===== config.mk =====
export PLATFORM = sky130hd
export DESIGN_NAME = pulse_stretch_flat
export DESIGN_NICKNAME = d
export VERILOG_FILES = /design/src/rtl/pulse_stretch_if.sv /design/src/rtl/pulse_stretch.sv /design/src/flat_wrapper.sv
export SDC_FILE = /design/constraint.sdc
export NUM_CORES = 1
export LEC_CHECK = 0
export ABC_AREA = 1
export CAP_MARGIN = 20
export CORE_MARGIN = 4
export CORE_UTILIZATION = 30
export DETAILED_ROUTE_END_ITERATION = 10
export MAX_ROUTING_LAYER = met4
export SKIP_LAST_GASP = 1
export SLEW_MARGIN = 25
export SYNTH_ARGS = -nofsm -noshare
export SYNTH_HDL_FRONTEND = slang
export SYNTH_SLANG_ARGS = --single-unit

===== constraint.sdc =====
create_clock -name clk -period 1.7 [get_ports clk]
set_input_delay 0.34 -clock clk [delete_from_list [all_inputs] [get_ports clk]]
set_output_delay 0.34 -clock clk [all_outputs]
set_load 0.01 [all_outputs]

===== src/rtl/pulse_stretch_if.sv =====
// Strobe/level bundle between pulse_stretch and its user.
// The master drives the strobes; the slave (pulse_stretch) returns the levels and flags.
interface pulse_stretch_if #(
  parameter int WIDTH = 4
);
  logic [WIDTH-1:0] pulse_sig;
  logic [WIDTH-1:0] level_sig;
  logic [WIDTH-1:0] drop_sig;
  logic             busy_sig;

  modport master (
    output pulse_sig,
    input  level_sig,
    input  drop_sig,
    input  busy_sig
  );

  modport slave (
    input  pulse_sig,
    output level_sig,
    output drop_sig,
    output busy_sig
  );
endinterface


===== src/rtl/pulse_stretch.sv =====
// Per-channel strobe-to-level stretcher with an optional forced-low cool-down.
// Build option: define PULSE_STRETCH_RETRIG_EN to let strobes during HOLD reload the hold timer.
//
// state | meaning
// IDLE  | level low, next strobe is accepted
// HOLD  | level high, counting down HOLD_CYCLES
// GAP   | level low, counting down GAP_CYCLES, strobes dropped
module pulse_stretch #(
  parameter int WIDTH       = 4,
  parameter int HOLD_CYCLES = 50000000,
  parameter int GAP_CYCLES  = 0
) (
  input  logic            clk,
  input  logic            rst_n,
  pulse_stretch_if.slave  bus
);

  localparam int CNT_MAX = (HOLD_CYCLES > GAP_CYCLES) ? HOLD_CYCLES : GAP_CYCLES;
  localparam int CW      = (CNT_MAX < 1) ? 1 : $clog2(CNT_MAX + 1);

  localparam logic [CW-1:0] C_HOLD = CW'(HOLD_CYCLES);
  localparam logic [CW-1:0] C_GAP  = CW'(GAP_CYCLES);
  localparam logic [CW-1:0] C_ONE  = CW'(1);

  if (HOLD_CYCLES < 1 || GAP_CYCLES < 0) begin : g_bad_param
    $error("pulse_stretch: HOLD_CYCLES must be >= 1 and GAP_CYCLES >= 0");
  end

  typedef enum logic [1:0] {
    ST_IDLE = 2'd0,
    ST_HOLD = 2'd1,
    ST_GAP  = 2'd2
  } state_t;

  state_t           r_state   [WIDTH];
  state_t           w_state_nxt [WIDTH];
  logic [CW-1:0]    r_cnt     [WIDTH];
  logic [CW-1:0]    w_cnt_nxt [WIDTH];
  logic [WIDTH-1:0] w_level_nxt;
  logic [WIDTH-1:0] w_drop_nxt;
  logic             w_busy_nxt;
  logic [WIDTH-1:0] r_level;
  logic [WIDTH-1:0] r_drop;
  logic             r_busy;

  always_comb begin
    w_level_nxt = '0;
    w_drop_nxt  = '0;
    w_busy_nxt  = 1'b0;
    for (int i = 0; i < WIDTH; i++) begin
      w_state_nxt[i] = r_state[i];
      w_cnt_nxt[i]   = r_cnt[i];
      case (r_state[i])
        ST_IDLE: begin
          if (bus.pulse_sig[i]) begin
            w_state_nxt[i] = ST_HOLD;
            w_cnt_nxt[i]   = C_HOLD;
          end
        end
        ST_HOLD: begin
`ifdef PULSE_STRETCH_RETRIG_EN
          if (bus.pulse_sig[i]) begin
            w_cnt_nxt[i] = C_HOLD;
          end else if (r_cnt[i] <= C_ONE) begin
`else
          w_drop_nxt[i] = bus.pulse_sig[i];
          if (r_cnt[i] <= C_ONE) begin
`endif
            if (GAP_CYCLES > 0) begin
              w_state_nxt[i] = ST_GAP;
              w_cnt_nxt[i]   = C_GAP;
            end else begin
              w_state_nxt[i] = ST_IDLE;
              w_cnt_nxt[i]   = '0;
            end
          end else begin
            w_cnt_nxt[i] = r_cnt[i] - C_ONE;
          end
        end
        ST_GAP: begin
          w_drop_nxt[i] = bus.pulse_sig[i];
          if (r_cnt[i] <= C_ONE) begin
            w_state_nxt[i] = ST_IDLE;
            w_cnt_nxt[i]   = '0;
          end else begin
            w_cnt_nxt[i] = r_cnt[i] - C_ONE;
          end
        end
        default: begin
          w_state_nxt[i] = ST_IDLE;
          w_cnt_nxt[i]   = '0;
        end
      endcase
      // Outputs are registered from the next state so they line up with the state register.
      w_level_nxt[i] = (w_state_nxt[i] == ST_HOLD);
      w_busy_nxt     = w_busy_nxt | (w_state_nxt[i] != ST_IDLE);
    end
  end

  always_ff @(posedge clk or negedge rst_n) begin
    if (!rst_n) begin
      for (int i = 0; i < WIDTH; i++) begin
        r_state[i] <= ST_IDLE;
        r_cnt[i]   <= '0;
      end
      r_level <= '0;
      r_drop  <= '0;
      r_busy  <= 1'b0;
    end else begin
      for (int i = 0; i < WIDTH; i++) begin
        r_state[i] <= w_state_nxt[i];
        r_cnt[i]   <= w_cnt_nxt[i];
      end
      r_level <= w_level_nxt;
      r_drop  <= w_drop_nxt;
      r_busy  <= w_busy_nxt;
    end
  end

  assign bus.level_sig = r_level;
  assign bus.drop_sig  = r_drop;
  assign bus.busy_sig  = r_busy;

endmodule


===== src/flat_wrapper.sv =====
// flat-port wrapper written by rule: the top's interface ports become plain ports
module pulse_stretch_flat 
#(
  parameter int WIDTH       = 4,
  parameter int HOLD_CYCLES = 50000000,
  parameter int GAP_CYCLES  = 0
)
  (clk, rst_n, bus_pulse_sig, bus_level_sig, bus_drop_sig, bus_busy_sig);
  pulse_stretch_if #(.WIDTH(WIDTH)) bus_i ();
  input  logic clk;
  input  logic rst_n;
  input wire logic [$bits(bus_i.pulse_sig)-1:0] bus_pulse_sig;
  output wire logic [$bits(bus_i.level_sig)-1:0] bus_level_sig;
  output wire logic [$bits(bus_i.drop_sig)-1:0] bus_drop_sig;
  output wire logic [$bits(bus_i.busy_sig)-1:0] bus_busy_sig;
  assign bus_i.pulse_sig = bus_pulse_sig;
  assign bus_level_sig = bus_i.level_sig;
  assign bus_drop_sig = bus_i.drop_sig;
  assign bus_busy_sig = bus_i.busy_sig;
  pulse_stretch #(.WIDTH(WIDTH), .HOLD_CYCLES(HOLD_CYCLES), .GAP_CYCLES(GAP_CYCLES)) u_core (.clk(clk), .rst_n(rst_n), .bus(bus_i));
endmodule

Yosys cells after proc, flatten, opt, wreduce, memory -nomap -nowiden --
Cells that the tools add are included.
Word-level totals: memory bits (writable) 0, memories kept 0, flip-flop bits (word level) 121, latch bits 0, logic and storage cells 78, bits in read-only memories 0, bits of input ports 6, output and inout bits 9
Operators by class: $add $sub $neg 4, bitwise logic cells 3, equal/unequal tests 16, multiplexer cells 28, shift operators 0, multipliers 0, divide/modulo/power cells 0, reductions and logical operators 12, $lt $le $gt $ge 4
Operators with widths (number):
- $mux W26 | 8
- $pmux W26 S2 | 4
- $le A26 B1 Y1 const B | 4
- $sub A26 B1 Y26 const B | 4
- $eq A2 B1 Y1 const B | 8
- $mux W2 | 8
- $pmux W2 S2 | 4
- $eq A2 B2 Y1 const B | 4
- $logic_not A2 Y1 | 4
- $ne A2 B2 Y1 const B | 4
- $reduce_bool A2 Y1 | 4
- $reduce_or A2 Y1 | 4
- $mux W1 | 4
- $or A1 B1 Y1 | 3

Depth between registers and ports, before layout --
Gate-level depths: netlist (run 1).
word-level depth 7, gate-level depth with buffers 13, mapped depth without buffers 13

Least setup slack after synthesis (run 1) --
No wires, ideal clock.
path kind reg-to-reg, start point register u_core.r_cnt[0] in the netlist's numbering, end point register u_core.r_busy, in the netlist u_core.bus.busy_sig, setup slack 46 ps, data arrival time 1535 ps, buffers on the path 0, stages on the path, launching flop included 12, cell sequence dfrtp_1 > inv_1 > ha_1 > nor2_1 > nor3_1 > nand3_1 > nand2_2 > nand2_2 > nand2_2 > nand2_1 > nor2_1 > nand2_1
Between the ends: cells in the longest elaborated chain, start to end 5
Ends and longest elaborated chain:
- start: declaration | RTL line pulse_stretch.sv:37 | logic [CW-1:0] r_cnt [WIDTH];
- start signal: indexed assignment | RTL line pulse_stretch.sv:112 | r_cnt[i] <= w_cnt_nxt[i];
- $le A26 B1 Y1 | RTL line pulse_stretch.sv:67, pulse_stretch.sv:82
- $mux W2 | RTL line pulse_stretch.sv:82 | if (r_cnt[i] <= C_ONE) begin
- $pmux W2 S2 | RTL line pulse_stretch.sv:53 | case (r_state[i])
- $reduce_bool A2 Y1 | RTL line pulse_stretch.sv:96 | w_busy_nxt = w_busy_nxt | (w_state_nxt[i] != ST_IDLE);
- $or A1 B1 Y1 | RTL line pulse_stretch.sv:96
- named net u_core.w_busy_nxt | RTL line pulse_stretch.sv:41 | logic w_busy_nxt;
- end signal: assignment | RTL line pulse_stretch.sv:116 | r_busy <= w_busy_nxt;
- end: declaration | RTL line pulse_stretch.sv:44 | logic r_busy;
The timed path passes the listed nets, and every way through them passes these cells. A chain may end at the register's enable or synchronous reset.

Worst setup path in the final report (run 1) --
start point register u_core.r_cnt[1] in the netlist's numbering, end point register u_core.r_cnt[22] in the netlist's numbering
Between the ends: cells in the longest elaborated chain, start to end 3
Ends and longest elaborated chain (RTL line):
- $sub A26 B1 Y26 / $le A26 B1 Y1 (equally long branches)
- $mux W26 (*) | pulse_stretch.sv:82
- $pmux W26 S2 (*) | pulse_stretch.sv:53
Every way passes the cells marked *; elsewhere a longest branch is shown, timed or not.

==> impl_metrics.ini, run 1 <==
[yosys]
netlist_area_mm2 = 0.00764
synth.area.top_cells = dfrtp_1 (40%), nand2_1 (12%), nor2_1 (6.7%)
synth-seq-area-share_pct = 39.6
synth_top_area_share_pct = 39.6
yosys_warnings = 0
syn_nets = 1034
async_reset_ff_share_pct = 100
avgSynthCellArea_um2 = 7.55
synth_largest_area_cell = dfrtp_1
ys_types = 41
yosys_most_used_dff = dfrtp_1
ys_ff_latch = 121
synth_cells = 1012
synth_edf_count = 0

[drt]
vias_per_cell = 4.58
antenna_left = 0
wl_per_cell_um = 12.9
drt_first_pass_iters = 4
drt_iter0_markers = 391
route.detailed.drc = 0
route.vias.total = 6989
wirelength_mm = 19.7

[critical_path]
crit_chain = inv_2, ha_4, buf_6, nand2_8, nor3_4, nand3_2, xor2_1, o21ai_2, o21ai_1
r2r_cells = 9
crit_family = simple AND/OR/NAND/NOR gates
slowest_stage = dfrtp_1
worstSetupPathType = reg2reg
worst-path-stages = 9
endpoint_kind = flip-flop
cp.required_ns = 2.00
crit_path_start_kind = flip-flop
arrival_ns = 2.01
cpPeakStageDelay_ns = 0.39
path_max_fanout = 4
worst-path-buf-inv = 2

[timing]
fin_ws_ns = -0.00930
slew_headroom_pct = 70.8
slew_violations = 0
period_share_pct = 101
skew_ns = 0.0156
post-route-min-period_ns = 1.71
hold_viol = 0
worstMarginPinSlew_ns = 0.435
setup_viol = 1
grt_setup_unrepaired = true
clock.fmax_mhz = 585
tns_ns = -0.00930

[clock_tree]
cts_max_path_buffers = 2
cts_buffers = 17
cts_sinks = 121
root_buffer = clkbuf_16
h-tree-depth = 4
clkLatencyLatePin_ns = 0.43
cts_tree = done
clk_pin_slew_ns = 0.06

[pwr]
power.leakage_nw = 5.01
power.total_mw = 20.8
ir_drop_mv = 0.896
powerDensity_mw_per_mm2 = 1970

[grt]
antenna_found_initial = 0
grt_overflow = 0
grt_pass1_wl_mm = 32.0
grt_start_max_net_pins = 35
track_usage_pct = 14.2
grt_pass1_vias = 6731

[die]
io_pins = 15
floorplan.initialDensity_pct = 30.4
dieArea_mm2 = 0.0281
die_w_um = 168
core-area_mm2 = 0.0251
die_y_um = 168
rows = 58

[placed_design]
dp_slack_ns = -0.137
place.gp.congestion = 0.904
dp_hpwl_mm = 13.7
dp.cells = 1443
port_buffers = 14

[job]
maxCapViolCount = 0

[final_layout]
syn_to_final_growth_pct = 38.0
drive_gt1_share_pct = 34.4
fill_cells = 2451
finalNonFillerCells = 1526
final_core_util_pct = 42.0
antenna_cells = 0
nets = 1205

[worst_hold_path]
worstHoldPathType = in2async

[run_status]
status = complete, but fails checks
violations = negative setup slack
[kinds of logic (layout without fill, tap and decap cells)]
logic type / Yosys count / after routing / share of synthesized area (%)
AOI/OAI and AO/OA: 118 / 118 / 8.78
xor gates and xnor gates: 63 / 63 / 7.22
DFF: 121 / 121 / 39.6
and+or+nand+nor: 557 / 557 / 34.7
adders and majority gates: 16 / 16 / 2.62
buffers and inverters: 137 / 321 / 7.03
[worst reg2reg max path, stage by stage, from the launching register on]
cell and delay, ns:
dfrtp_1 0.39, inv_2 0.11, ha_4 0.18, buf_6 0.12, nand2_8 0.06, nor3_4 0.26, nand3_2 0.11, xor2_1 0.16
o21ai_2 0.12, o21ai_1 0.07
[layer usage]
layer / track usage, % / part of all wire [%]
met3: 2.88 / 3.0
met5: - / 0
met4: 4.69 / 1.5
met2: 23.1 / 50
met1: 17.7 / 46
[flip-flops by register name, summed over array words and instances (netlist names)]
signal                cells
u_core.bus.level_sig      4
u_core.r_cnt            104
u_core.bus.busy_sig       1
u_core.bus.drop_sig       4
u_core.r_state            8
[synth_stat cells (2+ instances only)]
cell type,n
nor2_1,136
buf_2,6
nor3_1,13
nand3b_1,2
a21o_1,2
nand2_1,253
nand2_4,3
a21oi_4,2
ha_1,16
inv_1,108
o21ai_1,23
inv_2,16
nor3_2,6
nand3_2,4
nand3_1,52
nand3_4,5
nor4_1,2
or2_1,2
o21ai_0,42
a21oi_1,18
a21oi_2,2
clkbuf_1,4
nor2_4,13
nor2_8,2
nor2_2,36
xnor2_1,10
o22ai_1,23
dfrtp_1,121
o211ai_1,3
buf_4,2
xor2_1,53
nand4_1,11
nand2_2,13
[cell type report]
| cell class | count | area, um2 | area share, % |
|---|---|---|---|
| Multi-Input combinational cell | 754 | 4630 | 43.9 |
| Timing Repair Buffer | 165 | 1400 | 13.3 |
| Clock inverter | 14 | 155 | 1.47 |
| Tap cell | 330 | 413 | 3.92 |
| Sequential cell | 121 | 3030 | 28.8 |
| Clock buffer | 18 | 439 | 4.17 |
| Inverter | 124 | 473 | 4.49 |
[timing repair]
| action | in CTS | in global routing |
|---|---|---|
| pin swaps | 6 | 61 |
| buffers inserted | 1 | 49 |
| gates cloned | 0 | 1 |
| endpoints found under the setup margin | 34 | 93 |
| hold buffers | 1 | 0 |
| resized for setup | 17 | 165 |
| endpoints found under the hold margin | 29 | 0 |
[metrics by stage]
| step | cell area, um2 | hold WS, ns |
|---|---|---|
| finish | 10500 | 0.363 |
| global placement | 8950 | 0.254 |
| CTS | 9620 | 0.368 |
| floorplan | 7640 | 0.0444 |
| detailed placement | 8950 | 0.258 |
| global route | 10500 | 0.408 |
[final timing paths]
path	start	to	slack (ns)
worst max register to register	u_core.r_cnt[1]$_DFFE_PN0P_	u_core.r_cnt[22]$_DFFE_PN0P_	-0.009
worst max-delay path	u_core.r_cnt[1]$_DFFE_PN0P_	u_core.r_cnt[22]$_DFFE_PN0P_	-0.009
max in group asynchronous	rst_n	u_core.r_cnt[77]$_DFFE_PN0P_	0.76
worst min register to register	u_core.r_cnt[78]$_DFFE_PN0P_	u_core.r_cnt[78]$_DFFE_PN0P_	0.53
worst min-delay path	rst_n	u_core.r_cnt[101]$_DFFE_PN0P_	0.36
min in group clk	u_core.r_cnt[78]$_DFFE_PN0P_	u_core.r_cnt[78]$_DFFE_PN0P_	0.53
[layout by cell type, fill, tap and decap left out, types with 27 or more instances in the layout]
cell	instances
nand2_1	229
buf_4	136
dfrtp_1	117
nor2_1	93
inv_1	91
nor2_2	63
xor2_1	53
nand3_1	36
o21ai_0	34
inv_2	30
nor2_4	29
nand2_2	29
o21ai_1	27
[where the power goes]
part | total, mW | switching, mW | internal, mW
clock network | 3.67 | 1.35 | 2.32
logic | 11.9 | 6.74 | 5.21
registers | 5.16 | 1.12 | 4.04
total | 20.8 | 9.21 | 11.6
(Power assumes the default switching activity.)
==> run 2: changes to the inputs <==
--- a/config.mk
+++ b/config.mk
@@ -8,7 +8,8 @@
 export ABC_AREA = 1
 export CAP_MARGIN = 20
 export CORE_MARGIN = 4
-export CORE_UTILIZATION = 30
+export CORE_UTILIZATION = 39
+export CTS_CLUSTER_SIZE = 25
 export DETAILED_ROUTE_END_ITERATION = 10
 export MAX_ROUTING_LAYER = met4
 export SKIP_LAST_GASP = 1
==> impl_metrics.ini, run 2 (synthesis gave the netlist of run 1 again) <==
[pwr]
sw_frac_of_total_pct = 44.1
p_switching_mw = 9.46
p_int_mw = 12.0
powerDensity_mw_per_mm2 = 1990
power.total_mw = 21.5
power.leakage_nw = 5.12
p_clk_share_pct = 17.4
p_seq_share_pct = 24.2
combinationalPowerShare_pct = 58.3
ir_drop_mv = 0.877

[critical_path]
endpoint_kind = flip-flop
crit_path_start_kind = flip-flop
rrSetupSlack_ns = -0.002
cp.required_ns = 2.00
worst-path-buf-inv = 2
worstSetupPathType = reg2reg
slowest_stage = dfrtp_1
r2r_cells = 10
path_max_fanout = 4
startpoint = u_core.r_cnt[79]$_DFFE_PN0P_
reg2reg_from = u_core.r_cnt[79]$_DFFE_PN0P_
timing.rr.end = u_core.r_cnt[102]$_DFFE_PN0P_
cpPeakStageDelay_ns = 0.39
crit_family = simple AND/OR/NAND/NOR gates
critPathCapture = u_core.r_cnt[102]$_DFFE_PN0P_
worst-path-stages = 10
arrival_ns = 2.00
crit_chain = inv_2, ha_4, buf_4, nand2_2, nor2_4, nand4_1, nor2_2, a21oi_1, o211ai_1, nand2_1

[grt]
grt_pass1_wl_mm = 32.6
grt_overflow = 0
grt_pass1_vias = 6919
grt_start_max_net_pins = 40
antenna_found_initial = 0
track_usage_pct = 18.7

[run_status]
status = complete, but fails checks
violations = negative setup slack

[clock_tree]
clkLatencyLatePin_ns = 0.42
clk_pin_slew_ns = 0.06
cts_buffers = 17
h-tree-depth = 4
cts_sinks = 121
root_buffer = clkbuf_16
cts_max_path_buffers = 2
cts_tree = done

[timing]
slew_violations = 0
skew_ns = 0.00794
worstMarginPinSlew_ns = 0.525
grt_setup_unrepaired = true
clock.fmax_mhz = 588
hold_viol = 0
setup_viol = 1
slew_headroom_pct = 64.8
period_share_pct = 100
fin_ws_ns = -0.00161
post-route-min-period_ns = 1.70

[drt]
vias_per_cell = 4.86
drt_first_pass_iters = 5
route.vias.total = 7159
route.detailed.drc = 0
wirelength_mm = 20.0
wl_per_cell_um = 13.6
antenna_left = 0
drt_iter0_markers = 427

[final_layout]
area.sequential_mm2 = 0.00304
final_cell_mix = nand2_1 (232), buf_4 (141), dfrtp_1 (115)
fill_cells = 1657
drive_gt1_share_pct = 35.4
largest_reg_flops = 104
nets = 1222
largestRegisters = u_core.r_cnt x104, u_core.r_state x8
final_common_cell = nand2_1
syn_to_final_growth_pct = 41.1
regMostFlops = u_core.r_cnt
multi_input_area_mm2 = 0.00479
antenna_cells = 0

[placed_design]
port_buffers = 14
dp_slack_ns = -0.102
place.gp.congestion = 0.891
dp_hpwl_mm = 13.7

[die]
core-area_mm2 = 0.0190
io_pins = 15
die_w_um = 148
die_y_um = 148
rows = 50
floorplan.initialDensity_pct = 40.3
dieArea_mm2 = 0.0219

[job]
maxCapViolCount = 0

[worst_hold_path]
worstHoldPathType = in2async
[run 2: how the worst min path moves through the flow]
stage	start	to	slack, ns	depth (start not counted)
after floorplan	rst_n	u_core.bus.busy_sig$_DFF_PN0_	0.04	0
after global placement	rst_n	u_core.r_cnt[97]$_DFFE_PN0P_	0.28	1
after detailed placement	rst_n	u_core.r_cnt[97]$_DFFE_PN0P_	0.28	1
after CTS	rst_n	u_core.r_cnt[97]$_DFFE_PN0P_	0.40	2
after global routing	rst_n	u_core.r_cnt[95]$_DFFE_PN0P_	0.44	2
final	rst_n	u_core.r_cnt[97]$_DFFE_PN0P_	0.40	2
[run 2: power groups by stage]
| stage | Sequential [mW] | Combinational (mW) | Clock (mW) |
|---|---|---|---|
| 6_report | 5.20 | 12.5 | 3.74 |
| 5_1_grt | 5.34 | 13.9 | 3.95 |
| 4_1_cts | 5.00 | 10.5 | 3.81 |
| 3_5_place_dp | 5.00 | 10.0 | 0 |
| 3_3_place_gp | 5.01 | 9.89 | 0 |
| 2_1_floorplan | 4.97 | 6.49 | 0 |
[run 2: per-layer routing]
layer,up-vias,wire [um],global-route usage [%]
li1,3591,-,-
met1,3370,9280,24.9
met2,167,9620,29.0
met3,31,763,3.62
met4,0,344,6.00
met5,-,0,-
[run 2: metrics by stage]
| stage | instance area [um2] | utilization (%) | std cells | TNS [ns] | hold WS [ns] |
|---|---|---|---|---|---|
| floorplan | 7640 | - | 1012 | 0 | 0.0444 |
| global placement | 8980 | 47.4 | 1393 | -0.440 | 0.283 |
| detailed placement | 8980 | 47.4 | 1393 | -0.836 | 0.281 |
| CTS | 9800 | 51.7 | 1434 | -0.0341 | 0.403 |
| global route | 10800 | 56.8 | 1472 | -3.34 | 0.441 |
| finish | 10800 | 56.8 | 1472 | -0.00161 | 0.396 |
[run 2: what timing repair did]
| action | 4_1_cts | 5_1_grt |
|---|---|---|
| hold buffers | 1 | 0 |
| endpoints found under the hold margin | 35 | 0 |
| resized for setup | 38 | 201 |
| setup endpoints to repair | 37 | 93 |
| buffers inserted | 8 | 37 |
| pin swaps | 15 | 69 |
| gates cloned | 1 | 1 |
[run 2: layout make-up]
type                    count  area share, %
repair buffers            181           14.4
well taps                 260           3.02
flip-flops and latches    121           28.2
clock buffers              23           4.53
clock inverters             8           1.09
inverters                 124           4.39
multi-input cells         755           44.4
[run 2: worst reg2reg max path: cells and delay by family, from the launching register on]
| family | cells | cell delay (ns) |
|---|---|---|
| fa+ha+maj | 1 | 0.15 |
| flops | 1 | 0.39 |
| buf+inv | 2 | 0.23 |
| compound gates | 2 | 0.18 |
| simple gates | 5 | 0.65 |
